===== src/rtl/mem_wb_writeback_if.sv =====
// rtl/mem_wb_writeback_if.sv - MEM/WB stage bus: MEM-side inputs and register-file write port (fwd outputs under WB_FWD_EN)
interface mem_wb_writeback_if #(
    parameter int CNT_W = 16
);
    logic             stall;
    logic             flush;
    logic             mem_valid;
    logic             mem_reg_write;
    logic             mem_mem_to_reg;
    logic [3:0]       mem_rd;
    logic [15:0]      mem_alu_result;
    logic [15:0]      mem_read_data;
    logic             mem_halt;
    logic             wb_reg_write;
    logic [3:0]       wb_rd;
    logic [15:0]      wb_data;
    logic             halted;
    logic [CNT_W-1:0] retired;
`ifdef WB_FWD_EN
    logic             fwd_valid;
    logic [3:0]       fwd_rd;
    logic [15:0]      fwd_data;

    modport master (
        output stall, flush, mem_valid, mem_reg_write, mem_mem_to_reg, mem_rd,
               mem_alu_result, mem_read_data, mem_halt,
        input  wb_reg_write, wb_rd, wb_data, halted, retired,
               fwd_valid, fwd_rd, fwd_data
    );
    modport slave (
        input  stall, flush, mem_valid, mem_reg_write, mem_mem_to_reg, mem_rd,
               mem_alu_result, mem_read_data, mem_halt,
        output wb_reg_write, wb_rd, wb_data, halted, retired,
               fwd_valid, fwd_rd, fwd_data
    );
`else
    modport master (
        output stall, flush, mem_valid, mem_reg_write, mem_mem_to_reg, mem_rd,
               mem_alu_result, mem_read_data, mem_halt,
        input  wb_reg_write, wb_rd, wb_data, halted, retired
    );
    modport slave (
        input  stall, flush, mem_valid, mem_reg_write, mem_mem_to_reg, mem_rd,
               mem_alu_result, mem_read_data, mem_halt,
        output wb_reg_write, wb_rd, wb_data, halted, retired
    );
`endif
endinterface


===== src/rtl/mem_wb_writeback.sv =====
// rtl/mem_wb_writeback.sv - MEM/WB pipeline register, writeback select, halt drain and retire counter (optional WB_FWD_EN forwarding)
module mem_wb_writeback #(
    parameter int DRAIN_CYCLES = 2,
    parameter int CNT_W        = 16
) (
    input  logic                clk,
    input  logic                rst,
    mem_wb_writeback_if.slave   bus
);
    typedef enum logic [1:0] {RUN, DRAIN, HALTED} state_t;

    state_t           state_q, state_d;
    logic [3:0]       cnt_q, cnt_d;
    logic [CNT_W-1:0] count_q;

    logic        v_q, rw_q, m2r_q, halt_q, fresh_q;
    logic [3:0]  rd_q;
    logic [15:0] alu_q, rdat_q;
    logic        retire_evt, wr_en;

    // fresh_q marks the first cycle an instruction sits in WB so a stalled one counts once
    assign retire_evt = v_q & fresh_q & (state_q == RUN);
    assign wr_en      = v_q & rw_q & ~halt_q & (rd_q != 4'd0) & (state_q == RUN);

    always_comb begin
        state_d = state_q;
        cnt_d   = cnt_q;
        case (state_q)
            RUN: begin
                if (retire_evt && halt_q) begin
                    state_d = DRAIN;
                    cnt_d   = 4'(DRAIN_CYCLES - 1);
                end
            end
            DRAIN: begin
                if (cnt_q == 4'd0) state_d = HALTED;
                else               cnt_d   = cnt_q - 4'd1;
            end
            HALTED:  state_d = HALTED;
            default: state_d = RUN;
        endcase
    end

    always_ff @(posedge clk) begin
        if (rst) begin
            state_q <= RUN;
            cnt_q   <= 4'd0;
        end else begin
            state_q <= state_d;
            cnt_q   <= cnt_d;
        end
    end

    // Once HALT has retired, nothing younger may enter WB
    always_ff @(posedge clk) begin
        if (rst || state_q != RUN || bus.flush) begin
            v_q     <= 1'b0;
            rw_q    <= 1'b0;
            m2r_q   <= 1'b0;
            halt_q  <= 1'b0;
            rd_q    <= 4'd0;
            alu_q   <= 16'd0;
            rdat_q  <= 16'd0;
            fresh_q <= 1'b1;
        end else if (bus.stall) begin
            fresh_q <= 1'b0;
        end else begin
            v_q     <= bus.mem_valid;
            rw_q    <= bus.mem_reg_write;
            m2r_q   <= bus.mem_mem_to_reg;
            halt_q  <= bus.mem_halt;
            rd_q    <= bus.mem_rd;
            alu_q   <= bus.mem_alu_result;
            rdat_q  <= bus.mem_read_data;
            fresh_q <= 1'b1;
        end
    end

    always_ff @(posedge clk) begin
        if (rst)             count_q <= '0;
        else if (retire_evt) count_q <= count_q + 1'b1;
    end

    assign bus.wb_reg_write = wr_en;
    assign bus.wb_rd        = rd_q;
    assign bus.wb_data      = m2r_q ? rdat_q : alu_q;
    // The instruction in its retiring cycle is already included in the visible count
    assign bus.retired      = count_q + CNT_W'(retire_evt);
    assign bus.halted       = (state_q == HALTED) || (state_q == DRAIN && cnt_q == 4'd0);

`ifdef WB_FWD_EN
    logic        fwd_valid_q;
    logic [3:0]  fwd_rd_q;
    logic [15:0] fwd_data_q;

    always_ff @(posedge clk) begin
        if (rst) begin
            fwd_valid_q <= 1'b0;
            fwd_rd_q    <= 4'd0;
            fwd_data_q  <= 16'd0;
        end else begin
            fwd_valid_q <= wr_en & (state_q == RUN);
            fwd_rd_q    <= rd_q;
            fwd_data_q  <= m2r_q ? rdat_q : alu_q;
        end
    end

    assign bus.fwd_valid = fwd_valid_q;
    assign bus.fwd_rd    = fwd_rd_q;
    assign bus.fwd_data  = fwd_data_q;
`endif
endmodule


===== src/flat_wrapper.sv =====
// flat-port wrapper written by rule: the top's interface ports become plain ports
module mem_wb_writeback_flat 
#(
    parameter int DRAIN_CYCLES = 2,
    parameter int CNT_W        = 16
)
  (clk, rst, bus_stall, bus_flush, bus_mem_valid, bus_mem_reg_write, bus_mem_mem_to_reg, bus_mem_rd, bus_mem_alu_result, bus_mem_read_data, bus_mem_halt, bus_wb_reg_write, bus_wb_rd, bus_wb_data, bus_halted, bus_retired);
  mem_wb_writeback_if #(.CNT_W(CNT_W)) bus_i ();
  input  logic clk;
  input  logic rst;
  input wire logic [$bits(bus_i.stall)-1:0] bus_stall;
  input wire logic [$bits(bus_i.flush)-1:0] bus_flush;
  input wire logic [$bits(bus_i.mem_valid)-1:0] bus_mem_valid;
  input wire logic [$bits(bus_i.mem_reg_write)-1:0] bus_mem_reg_write;
  input wire logic [$bits(bus_i.mem_mem_to_reg)-1:0] bus_mem_mem_to_reg;
  input wire logic [$bits(bus_i.mem_rd)-1:0] bus_mem_rd;
  input wire logic [$bits(bus_i.mem_alu_result)-1:0] bus_mem_alu_result;
  input wire logic [$bits(bus_i.mem_read_data)-1:0] bus_mem_read_data;
  input wire logic [$bits(bus_i.mem_halt)-1:0] bus_mem_halt;
  output wire logic [$bits(bus_i.wb_reg_write)-1:0] bus_wb_reg_write;
  output wire logic [$bits(bus_i.wb_rd)-1:0] bus_wb_rd;
  output wire logic [$bits(bus_i.wb_data)-1:0] bus_wb_data;
  output wire logic [$bits(bus_i.halted)-1:0] bus_halted;
  output wire logic [$bits(bus_i.retired)-1:0] bus_retired;
  assign bus_i.stall = bus_stall;
  assign bus_i.flush = bus_flush;
  assign bus_i.mem_valid = bus_mem_valid;
  assign bus_i.mem_reg_write = bus_mem_reg_write;
  assign bus_i.mem_mem_to_reg = bus_mem_mem_to_reg;
  assign bus_i.mem_rd = bus_mem_rd;
  assign bus_i.mem_alu_result = bus_mem_alu_result;
  assign bus_i.mem_read_data = bus_mem_read_data;
  assign bus_i.mem_halt = bus_mem_halt;
  assign bus_wb_reg_write = bus_i.wb_reg_write;
  assign bus_wb_rd = bus_i.wb_rd;
  assign bus_wb_data = bus_i.wb_data;
  assign bus_halted = bus_i.halted;
  assign bus_retired = bus_i.retired;
  mem_wb_writeback #(.DRAIN_CYCLES(DRAIN_CYCLES), .CNT_W(CNT_W)) u_core (.clk(clk), .rst(rst), .bus(bus_i));
endmodule

===== config.mk =====
export PLATFORM = sky130hd
export DESIGN_NAME = mem_wb_writeback_flat
export DESIGN_NICKNAME = d
export VERILOG_FILES = /design/src/rtl/mem_wb_writeback_if.sv /design/src/rtl/mem_wb_writeback.sv /design/src/flat_wrapper.sv
export SDC_FILE = /design/constraint.sdc
export NUM_CORES = 1
export LEC_CHECK = 0
export CORE_ASPECT_RATIO = 0.75
export CORE_MARGIN = 4
export CORE_UTILIZATION = 42
export CTS_BUF_LIST = sky130_fd_sc_hd__clkbuf_4 sky130_fd_sc_hd__clkbuf_8 sky130_fd_sc_hd__clkbuf_16
export CTS_CLUSTER_DIAMETER = 50
export CTS_CLUSTER_SIZE = 20
export DETAILED_ROUTE_END_ITERATION = 16
export MAX_ROUTING_LAYER = met4
export PLACE_DENSITY_LB_ADDON = 0.15
export SLEW_MARGIN = 0
export SYNTH_ARGS = -nofsm -noshare
export SYNTH_HDL_FRONTEND = slang
export SYNTH_SLANG_ARGS = --single-unit

===== constraint.sdc =====
create_clock -name clk -period 4.81 [get_ports clk]
set_input_delay 0.7215 -clock clk [delete_from_list [all_inputs] [get_ports clk]]
set_output_delay 0.7215 -clock clk [all_outputs]
set_load 0.05 [all_outputs]

# Word level (Yosys, flattened, before mapping)
# Index checks and enable logic that the tools add are counted.
[op_classes]
add_sub_neg = 3
n_eq_ne = 5
mux = 8
bitwise_logic = 7
reduce_logical = 12
[op_table]
columns = ["operator", "n"]
rows = [
  ["$add 16x1->16", 1],
  ["$add 16x1->16 const B", 1],
  ["$mux 16", 1],
  ["$mux 4", 2],
  ["$pmux 4 s2", 1],
  ["$and 1x1->1", 6],
  ["$pmux 2 s3", 1],
  ["$logic_not 4->1", 1],
  ["$mux 2", 2],
  ["$ne 2x2->1 const B", 2],
  ["$reduce_bool 2->1", 2],
  ["$reduce_bool 4->1", 1],
  ["$sub 4x1->4 const B", 1],
  ["$logic_or 1x1->1", 3],
  ["$reduce_and 3->1", 1],
  ["$eq 2x1->1 const B", 1],
  ["$eq 2x2->1 const B", 1],
  ["$logic_and 1x1->1", 2],
  ["$logic_not 2->1", 1],
  ["$ne 2x1->1 const B", 1],
  ["$reduce_and 2->1", 1],
  ["$mux 1", 1],
  ["$not 1->1", 1],
]
[totals]
regBits = 63

# Logic depth before layout (Yosys ltp)
[depth]
ltp_word = 5
mapped_depth = 12

# Worst setup path after synthesis
# Ideal clock, no wire load.
[synth_timing]
path_type = "flip-flop to output port"
startpoint = "reg u_core.state_q[0]"
endpoint = "out bus_retired[14]"
arrival_ps = 2766
setup_slack_ps = 1322
path_stages_with_launch = 13
cell_sequence = "dfxtp_1 -> inv_1 -> ha_1 -> buf_2 -> nand3_1 -> clkbuf_1 -> inv_1 -> ha_1 -> ha_1 -> nand3_1 -> nor2_1 -> nand4_1 -> xnor2_1"
[synth_between]
elab_chain_cells = 3
[synth_rtl]
columns = ["item", "line_no", "rtl"]
rows = [
  ["start, declared", "mem_wb_writeback.sv:12", "state_t state_q, state_d;"],
  ["start signal, assigned", "mem_wb_writeback.sv:49", "state_q <= state_d;"],
  ["$logic_not 2->1", "mem_wb_writeback.sv:22", "assign retire_evt = v_q & fresh_q & (state_q == RUN);"],
  ["$and 1x1->1", "mem_wb_writeback.sv:22", ""],
  ["$add 16x1->16", "mem_wb_writeback.sv:88", "assign bus.retired = count_q + CNT_W'(retire_evt);"],
  ["end, declared", "flat_wrapper.sv:24", "output wire logic [$bits(bus_i.retired)-1:0] bus_retired;"],
]
# No other way between the ends.

# Worst setup path in the final report
# Ends and elaborated chain as after synthesis.

==> qor.txt <==
Synth Flop Type: dfxtp_1
First-pass GRT wire length: 11,300 microns
Clock tree buffer depth: 2
Critical path capture point type: primary output
Post-synthesis sequential area ratio: 41.8%
Hold Crit Class: reg -> reg
Antenna Violating Nets Remaining: 0
Worst setup SP type: register
Placed insts: 483
Finished Layout Cells: 499
Clock Skews: 8.18 ps
RSZ-0062 raised after global routing: false
Achievable clock frequency: 239 MHz
Slew Limit Headroom: 20.4%
Vias in the first global route: 2,367
Setup TNS: 0 ps
Gate Count Post-Synth: 323
Yosys top cell area share: 41.8%
Required @ worst endpoint: 4090 ps
Pwr Total: 1.46 mW
Status: finished clean
Clk_lat worst skew: 330 ps
Worst Hold Slack: 494 ps
Final Net Count: 449
Slowest cell on crit path: clkdlybuf4s50_1
Top-count cell post-synth: dfxtp_1
Std-Cell Core Area: 6900 sq um
Cells on worst reg2reg path: 7
FF-to-FF Start: u_core.state_q[0]$_SDFFE_PP0P_
Placement Rows: 26
Final period util: 87.0%
Hold Buf Count CTS: 0
Slew at the pin with the worst max-slew slack: 1190 ps
R2R Path End: u_core.count_q[14]$_SDFFE_PP0N_
DR WL/cell: 13.5 microns
Root Buffer: clkbuf_8
Post-synth ARST share: 0%
Die ar.: 8620 sq um
Antenna diodes: 0
# Post-CTS Setup Buffers: 0
Placer Congestion: 0.778
Mapped Area: 3020 sq um
PwrDens: 354 nW/um^2
Max_cap viols: 0
Top post-synthesis cells by count: 63 x dfxtp_1, 60 x nor2_1, 43 x mux2i_1, 18 x mux2_2, 15 x clkbuf_1
CP Max Fanout: 12
Hold path endpoint: u_core.rdat_q[9]$_SDFFE_PP0N_
Filler instances: 647
Clock sinks: 63
CP bufs+invs: 4
Via count: 2,452
Distinct cells, synth: 38
Register-to-register setup slack: 2660 ps
Count of final max-slew check failures: 0
Period minus WS final: 4180 ps
Initial cell density of the core: 43.8%
Net Count, Synth: 376
Proportion of layout cells with a drive suffix above 1: 10.5%
I/O Buffers: 81
Overflow after GRT: 0
Hold_sp: u_core.rdat_q[9]$_SDFFE_PP0N_
Delay-heaviest family, CP: buffers and inverters
Peak supply drop: 0.000167 V
Clk slew on worst S/H paths: 70 ps
Dpl hpwl: 4850 microns
DRC viols: 0
CP max stage delay: 810 ps
CTS tree: built
H-tree depth: 3
Die width: 106 microns
Cell accounting for the most synthesized area: dfxtp_1
Initial antenna violation count: 0
Cell chain of the critical path: inv_1 > ha_1 > nand3_1 > buf_4 > inv_1 > ha_1 > ha_1 > nand3_1 > nor2_1 > nand4_1 > xnor2_1 > clkdlybuf4s50_1
Post-synth EDFFs: 0
Total GRT Usage: 16.9%
Synth warnings: 0
Kind of critical path: reg -> out
DR iter-0 viols: 62
Hold depth: 2
Pleak: 1.65 nW
Yosys reg bits: 63
DR pass1 iterations: 4
Critical path data arrival time: 3460 ps
Via-to-Cell Ratio: 4.91
Num CTS Buffers: 9
Count of final setup violators: 0
Final hold violations: 0
Post-Route WL: 6720 microns
Pin count of the biggest net entering global routing: 42
# resized after CTS: 0
Die height: 81.4 microns
Core Util, Final: 59.8%
Synth area leaders: dfxtp_1 42%, mux2i_1 14%, nor2_1 7.5%, mux2_2 6.7%, ha_1 3.7%
Mapped Avg Cell Area: 9.34 sq um
Synth-to-Final Area Change: 36.6%
# IOs: 82
CP dominant cell by count: ha_1
Critical path depth: 12
==> kinds of logic (layout without fill, tap and decap cells) <==
family / after synthesis / in the layout / share of synthesized area [%]
simple gates: 118 / 118 / 18.8
flops: 63 / 63 / 41.8
buf+inv: 27 / 105 / 3.57
compound gates: 21 / 21 / 4.15
mux: 61 / 61 / 21.0
fa+ha+maj: 9 / 9 / 3.73
xor+xnor: 24 / 24 / 6.97
==> worst max-delay path by stage <==
stage	start	to	slack, ps
floorplan	u_core.state_q[0]$_SDFFE_PP0P_	bus_retired[14]	1320
global placement	u_core.state_q[0]$_SDFFE_PP0P_	bus_retired[14]	1060
detailed placement	u_core.state_q[0]$_SDFFE_PP0P_	bus_retired[14]	950
CTS	u_core.state_q[0]$_SDFFE_PP0P_	bus_retired[14]	560
global route	u_core.state_q[0]$_SDFFE_PP0P_	bus_retired[14]	270
finish	u_core.state_q[0]$_SDFFE_PP0P_	bus_retired[14]	630
==> final cells by class <==
type                            instances  area, sq um  area share [%]
Multi-Input combinational cell        233         1650            40.0
Sequential cell                        63         1260            30.6
Timing Repair Buffer                   83          821            19.9
Clock buffer                           10          138            3.34
Tap cell                               98          123            2.98
Clock inverter                          6          108            2.61
Inverter                                6         22.5           0.546
==> metrics by stage <==
| stage | cell area (sq um) | setup WS, ps |
|---|---|---|
| 6_report | 4120 | 625 |
| 5_1_grt | 4120 | 274 |
| 4_1_cts | 4120 | 565 |
| 3_5_place_dp | 3880 | 951 |
| 3_3_place_gp | 3880 | 1060 |
| 2_1_floorplan | 3020 | 1320 |
==> worst reg2reg max path: stages, from the launching register on <==
cell	delay (ps)
dfxtp_1	330
inv_1	110
ha_1	350
nand3_1	140
buf_4	190
or3_4	400
or4_1	410
a21oi_1	140
==> routing by layer <==
layer  track usage [%]  wire, microns  up-vias
li1                  -              -     1259
met1              21.8           3380     1131
met2              26.1           2970       54
met3              4.63            293        8
met4              5.05             74        0
met5                 -              0        -
==> placed cells by master, fill, tap and decap left out, types with 2 or more instances in the layout <==
cell and count:
clkbuf_8 10, xnor2_1 12, clkdlybuf4s50_1 80, mux2_2 18
nor4_1 5, clkinv_2 2, inv_1 6, o31ai_1 3
nor3_1 8, a21oi_1 9, or4_1 2, buf_4 2
nand4b_1 2, nor2_1 60, or2_1 3, nand4_1 4
o21ai_0 5, or3_1 3, nand2_1 14, dfxtp_1 63
mux2i_1 43, bufinv_16 3, xor2_1 12, ha_1 9
nand3_1 6
==> power by group <==
group / switching (mW) / internal [mW]
registers: 0.0220 / 0.554
logic: 0.185 / 0.141
clock network: 0.204 / 0.357
==> registers in the layout, summed over array words and instances (netlist names) <==
| name | flops |
|---|---|
| u_core.alu_q | 16 |
| u_core.count_q | 16 |
| u_core.rdat_q | 16 |
| u_core.bus.wb_rd | 4 |
| u_core.cnt_q | 4 |
| u_core.state_q | 2 |
| u_core.fresh_q | 1 |
| u_core.halt_q | 1 |
| u_core.m2r_q | 1 |
| u_core.rw_q | 1 |
| u_core.v_q | 1 |
(Power assumes the default switching activity.)
